$ cat config.mk
export PLATFORM = sky130hd
export DESIGN_NAME = imem_fetch_ctrl
export DESIGN_NICKNAME = d
export VERILOG_FILES = /design/src/rtl/imem_fetch_ctrl.sv
export SDC_FILE = /design/constraint.sdc
export NUM_CORES = 1
export LEC_CHECK = 0
export CAP_MARGIN = 20
export CORE_ASPECT_RATIO = 2
export CORE_MARGIN = 5
export CORE_UTILIZATION = 52
export CTS_BUF_LIST = sky130_fd_sc_hd__clkbuf_4 sky130_fd_sc_hd__clkbuf_8
export DETAILED_ROUTE_END_ITERATION = 10
export PLACE_DENSITY = 0.95
export SETUP_SLACK_MARGIN = 0.4
export SLEW_MARGIN = 20
export SYNTH_ARGS = -nofsm -noshare
export SYNTH_HDL_FRONTEND = slang
export SYNTH_SLANG_ARGS = --single-unit
export TNS_END_PERCENT = 1
$ cat constraint.sdc
create_clock -name clk -period 3.7 [get_ports clk]
set_input_delay 0.37 -clock clk [delete_from_list [all_inputs] [get_ports clk]]
set_output_delay 0.37 -clock clk [all_outputs]
set_load 0.02 [all_outputs]
$ cat src/rtl/imem_fetch_ctrl.sv
`default_nettype none
// ============================================================================
// Module   : imem_fetch_ctrl
// Brief    : Instruction-fetch sequencer. Owns the PC, addresses a
//            combinational instruction ROM and registers each returned word
//            into an instruction register with a valid flag for decode.
//            Handles start, stall, redirect, external halt, halt-opcode
//            detection and end-of-memory wrap or overrun.
// Revision : 1.0 - initial release
// ============================================================================
module imem_fetch_ctrl #(
    parameter int                 ADDR_W    = 8,
    parameter int                 DATA_W    = 16,
    parameter logic [ADDR_W-1:0]  RESET_PC  = '0,
    parameter logic [DATA_W-1:0]  HALT_WORD = 16'hFFFF,
    parameter bit                 WRAP_EN   = 1'b1
) (
    input  logic              clk,
    input  logic              rst,
    input  logic              start,
    input  logic              stall,
    input  logic              redirect,
    input  logic [ADDR_W-1:0] redirect_pc,
    input  logic              halt_req,
    output logic [ADDR_W-1:0] imem_addr,
    input  logic [DATA_W-1:0] imem_data,
    output logic [DATA_W-1:0] instr,
    output logic [ADDR_W-1:0] instr_pc,
    output logic              instr_valid,
    output logic              halted,
    output logic              overrun,
    output logic [15:0]       fetch_count
);

    localparam logic [1:0]        c_ST_IDLE   = 2'd0;
    localparam logic [1:0]        c_ST_RUN    = 2'd1;
    localparam logic [1:0]        c_ST_HALTED = 2'd2;
    localparam logic [ADDR_W-1:0] c_PC_MAX    = {ADDR_W{1'b1}};
    localparam logic [15:0]       c_CNT_MAX   = 16'hFFFF;

    logic [1:0]        r_state;
    logic [ADDR_W-1:0] r_pc;
    logic [DATA_W-1:0] r_instr;
    logic [ADDR_W-1:0] r_instr_pc;
    logic              r_instr_valid;
    logic              r_halted;
    logic              r_overrun;
    logic [15:0]       r_fetch_count;

    // Saturating increment of the issued-instruction counter
    logic [15:0] w_count_inc;
    assign w_count_inc = (r_fetch_count == c_CNT_MAX) ? r_fetch_count
                                                      : r_fetch_count + 16'd1;

    // Fetch FSM: every output is a register, ROM address is the PC itself
    always_ff @(posedge clk) begin
        if (rst) begin
            r_state       <= c_ST_IDLE;
            r_pc          <= RESET_PC;
            r_instr       <= '0;
            r_instr_pc    <= '0;
            r_instr_valid <= 1'b0;
            r_halted      <= 1'b0;
            r_overrun     <= 1'b0;
            r_fetch_count <= '0;
        end else begin
            case (r_state)
                c_ST_IDLE: begin
                    if (start) begin
                        r_state       <= c_ST_RUN;
                        r_pc          <= RESET_PC;
                        r_fetch_count <= '0;
                    end
                end

                c_ST_RUN: begin
                    if (halt_req) begin
                        r_state       <= c_ST_HALTED;
                        r_halted      <= 1'b1;
                        r_instr_valid <= 1'b0;
                    end else if (redirect) begin
                        // Word fetched this cycle is wrong-path; drop it
                        r_pc          <= redirect_pc;
                        r_instr_valid <= 1'b0;
                    end else if (!stall) begin
                        r_instr       <= imem_data;
                        r_instr_pc    <= r_pc;
                        r_instr_valid <= 1'b1;
                        r_fetch_count <= w_count_inc;
                        if (imem_data == HALT_WORD) begin
                            r_state  <= c_ST_HALTED;
                            r_halted <= 1'b1;
                        end else if (r_pc == c_PC_MAX) begin
                            if (WRAP_EN) begin
                                r_pc <= '0;
                            end else begin
                                r_state   <= c_ST_HALTED;
                                r_halted  <= 1'b1;
                                r_overrun <= 1'b1;
                            end
                        end else begin
                            r_pc <= r_pc + 1'b1;
                        end
                    end
                end

                c_ST_HALTED: begin
                    if (start) begin
                        r_state       <= c_ST_RUN;
                        r_halted      <= 1'b0;
                        r_pc          <= RESET_PC;
                        r_fetch_count <= '0;
                        r_overrun     <= 1'b0;
                        r_instr_valid <= 1'b0;
                    end else if (!stall) begin
                        // Last word is consumed by decode on the first non-stalled cycle
                        r_instr_valid <= 1'b0;
                    end
                end

                default: begin
                    r_state  <= c_ST_IDLE;
                    r_halted <= 1'b0;
                end
            endcase
        end
    end

    assign imem_addr   = r_pc;
    assign instr       = r_instr;
    assign instr_pc    = r_instr_pc;
    assign instr_valid = r_instr_valid;
    assign halted      = r_halted;
    assign overrun     = r_overrun;
    assign fetch_count = r_fetch_count;

endmodule
`default_nettype wire

# Word level (Yosys, flattened, before mapping)
# Index checks and enable logic that the tools add are counted.
# classes
reduce_logical,10
mux,31
n_eq_ne,18
bitwise_logic,4
add_sub_neg,2
# ops
op,count
2-to-1 mux 16 bit,5
2-to-1 mux 8 bit,6
"== test 16 bit, second input constant",2
case mux 16 bit (2 select lines),1
"inequality test 3 bit, second input constant",6
"adder 16 x 1 -> 16 bit, second input constant",1
case mux 8 bit (2 select lines),1
2-to-1 mux 1 bit,10
2-to-1 mux 2 bit,5
"inequality test 2 bit, second input constant",5
AND reduction 5 bit,2
"adder 8 x 1 -> 8 bit, second input constant",1
"== test 8 bit, second input constant",1
AND reduction 4 bit,2
AND reduction 6 bit,1
"inequality test 4 bit, second input constant",1
inverter 1 bit,4
case mux 2 bit (2 select lines),1
nonzero test 2 bit,2
case mux 1 bit (3 select lines),1
AND reduction 3 bit,1
"== test 2 x 1 -> 1 bit, second input constant",1
"== test 2 bit, second input constant",1
logical NOT 2 bit,1
other kinds (3),3
# word_totals
reg_bits,52
inputBits,30
word_cells,72
output_inout_bits,51

# Longest topological paths before layout
# depth
ltp_word,7
ltp_mapped,9

# Worst setup path before layout
# OpenSTA, ideal clock, no wires.
# synth_path
path_kind,register -> register
startpoint,reg r_state[0]
endpoint,"reg r_pc[3], in the netlist imem_addr[3]"
path_slack_ns,1.708
arrival_time_ns,1.917
required_time_ns,3.625
stages_incl_launch_ff,9
path_buffers,2
path_cell_list,dfxtp_1 > inv_1 > ha_1 > or2_2 > clkbuf_1 > buf_2 > a211oi_1 > nand2_1 > o22ai_1
# synth_via
elab_chain_cells,4
word_cells_on_any_way,11
cone_classes,6 x eq/ne; 1 x mux; 4 x reduce/logical
# synth_rtl
item,line_no,source
from (decl),41,logic [1:0] r_state;
from (signal assigned),58,r_state <= c_ST_IDLE;
from (signal assigned),70,r_state <= c_ST_RUN;
from (signal assigned),78,r_state <= c_ST_HALTED;
== test 2 bit or logical NOT 2 bit (tied branches),67,case (r_state)
OR reduction 2 bit (no source line),--,
inequality test 2 x 1 -> 1 bit (no source line) or nonzero test 2 bit (tied branches),--,
AND reduction 5 bit (no source line),--,
to (signal assigned),83,r_pc <= redirect_pc;
to (signal assigned),102,r_pc <= r_pc + 1'b1;
to (decl),42,logic [ADDR_W-1:0] r_pc;
# Parallel ways exist; a longest one is shown, timed or not.
# A chain may end at the register's enable or synchronous reset.

# Worst setup path after layout
# layout_path
startpoint,reg r_state[0]
endpoint,"reg r_pc[6], in the netlist imem_addr[6]"
# Same word-level chain as after synthesis.

==> impl_metrics.ini <==
[sta]
fin_skew_ns = 0.007401
post-route-min-period_ns = 2.686
tns_ns = 0
hold_viol = 0
relSlewSlack = 0.3733
setup_viol = 0
fin_crit_sh = 0.7260
fmax_mhz = 372.2
max_slew.worst_pin.slew_ns = 0.9366
rsz0062_at_grt = no
finalWorstSetupSlack_ns = 1.014
slew_violations = 0

[job]
drv_cap = 0

[clocking]
insertion_delay_ns = 0.32
hold_buffers = 0
cts_tree = yes
root_buffer = clkbuf_8
clk_path_buf_depth = 2
numCtsBuffers = 5
cts.repair.resized = 0
post_cts_buffers = 0
cts_sinks = 52
clk_pin_slew_ns = 0.10
htree_levels = 2

[placed_design]
gp_congestion = 0.9006
pre_cts_ws_ns = 0.9813
hpwl_um = 5477
place_area_um2 = 3333
io_buffers = 79
dp_cells = 443

[pwr]
power_density_nw_per_um2 = 338.5
internal-power_uw = 802.3
total_leakage_power_uw = 0.001129
comb_power_share = 0.200
p_switching_uw = 358.7
switching_share = 0.3090
p_seq_frac = 0.499
irDropWorstVdd_uv = 347.1
power_frac_clock = 0.301

[detailed_routing]
highest_layer = met4
vias = 2685
firstDrtPassIters = 4
route.met2.wl_um = 4193
detail_route.wl_per_cell_um = 16.36
wl_met3_um = 322
drtIter0Drc = 177
routed_wirelength_um = 7380
final_antenna_net_count = 0
viasPerCell = 5.953
wl_met1_um = 2688
drc = 0

[worst_setup_path]
start_kind = flip-flop
required_ns = 3.92
path_class = flip-flop to flip-flop
cp-endpoint = imem_addr[6]
reg2reg_slack_ns = 1.01
rr_endpoint = imem_addr[6]
startpoint = r_state[0]
crit_path_max_fanout = 13
r2r-start = r_state[0]
crit_arrival_ns = 2.91
reg2reg_depth = 7
critPathCaptureType = flip-flop

[cells_and_area]
diodes = 0
instances_no_fill = 451
stdcell_area_um2 = 3430
fin_util = 0.7050
layout_common_cells = 78 x clkdlybuf4s50_1, 68 x nand2_1, 52 x dfxtp_1
layout_commonest_cell = clkdlybuf4s50_1
layout-drive-gt1-share = 0.05076
syn2layout_area_growth_pct = 32.16
fin_nets = 428

[grt]
first_global_vias = 2637
grt_overflow = 0
antenna_found_initial = 0
grt_first_pass_wirelength_um = 12150
grt_max_degree = 52
grt_use_total = 0.2373

[yosys]
synthMuxAreaShare = 0.01205
syn_area_um2 = 2595
avgSynthCellArea_um2 = 7.936
synth_compound_area_frac = 0.2237
synth_top_family_by_area = simple AND/OR/NAND/NOR gates
synth_simple_gate_area_frac = 0.2671
synth-seq-area-share = 0.4012
synth_xor_area_frac = 0.01013
synthCells = 327
ys.flop_type = dfxtp_1
async_reset_ff_frac = 0
synth.net_count = 362
synth_edf_count = 0
ys.warnings.count = 0
synthAdderAreaFrac = 0.02411
ys_ff_latch = 52
synth.distinct_cells = 57

[floorplan]
die_w_um = 59.95
io_pins = 81
initial_core_util = 0.5334
chipHeight_um = 109.9
placeableCoreArea_um2 = 4865
fp.dieArea_um2 = 6589
num_rows = 36

[status]
status = completed

[min_path]
hp-class = flip-flop to flip-flop
hold_depth = 2
synth_stat cells, types with 2 or more instances:
library cell,count,share of area
inv_1,10,0.014
or4_1,4,0.012
nor2b_1,2,0.0048
nand4_1,4,0.0096
nand4b_1,2,0.0068
clkbuf_1,13,0.019
and3_1,3,0.0072
clkbuf_8,3,0.016
o21ai_0,11,0.021
dfxtp_1,52,0.40
a211oi_1,2,0.0058
a21oi_1,40,0.077
a2111oi_0,2,0.0068
nor2_1,19,0.027
a22oi_1,5,0.014
xor2_1,2,0.0068
mux2i_1,2,0.0077
o2bb2ai_1,5,0.017
a32o_1,3,0.012
and4_1,2,0.0068
buf_2,2,0.0039
nand2_1,68,0.098
o32ai_1,3,0.010
or3_1,3,0.0072
ha_1,5,0.024
o21a_1,2,0.0058
and2b_2,2,0.0068
nor3_1,9,0.017
nand3_1,13,0.025
a31oi_1,4,0.0096
nand2b_1,2,0.0048
nor4_1,3,0.0072
per-stage QoR:
step                      power, uW  hold WS, ns
after floorplan               748.5       0.5037
after global placement        810.7       0.4409
after detailed placement      818.6       0.4471
after CTS                      1156       0.4611
after global routing           1212       0.4760
final                          1161       0.4594
per-layer routing:
layer,vias to the layer above,track usage
li1,1301,-
met1,1283,0.2509
met2,87,0.4450
met3,14,0.03408
met4,0,0.09826
met5,-,0
worst max-delay path: stages (launching register included):
cell and delay (ns):
dfxtp_1 0.45, inv_1 0.14, ha_1 0.26, nor2_1 0.74, nor2_1 0.18, a311o_1 0.40
and2_1 0.24, a21o_1 0.18
how the worst min path moves through the flow:
stage,start,endpoint
after floorplan,imem_data[15],instr[15]
after global placement,instr[5],instr[5]
after detailed placement,instr_pc[5],instr_pc[5]
after CTS,instr_pc[5],instr_pc[5]
after global routing,instr_pc[5],instr_pc[5]
final,instr[1],instr[1]
cell families after synthesis:
family / Yosys count
xor gates and xnor gates: 3
and+or+nand+nor: 144
DFF: 52
adders and majority gates: 5
AOI/OAI and AO/OA: 89
other: 1
buffers and inverters: 30
muxes: 3
state kept, by name, summed over array words and instances (netlist names):
name and flops:
instr 16, r_state 2, fetch_count 16, imem_addr 8
halted 1, instr_valid 1, instr_pc 8
area by class of cell:
cell class / count / area, um2
Timing Repair Buffer: 79 / 785.8
Sequential cell: 52 / 1041
Inverter: 10 / 37.54
Clock inverter: 3 / 27.53
Multi-Input combinational cell: 245 / 1398
Tap cell: 57 / 71.32
Clock buffer: 5 / 68.82
Fill cell: 396 / 1435
power by group through the flow:
stage	combinational [uW]	sequential (uW)	clock (uW)
finish	232	579	350
global route	255	581	376
CTS	229	579	349
detailed placement	227	592	0
global placement	220	591	0
floorplan	151	597	0
Power figures use the tool's default switching activity.
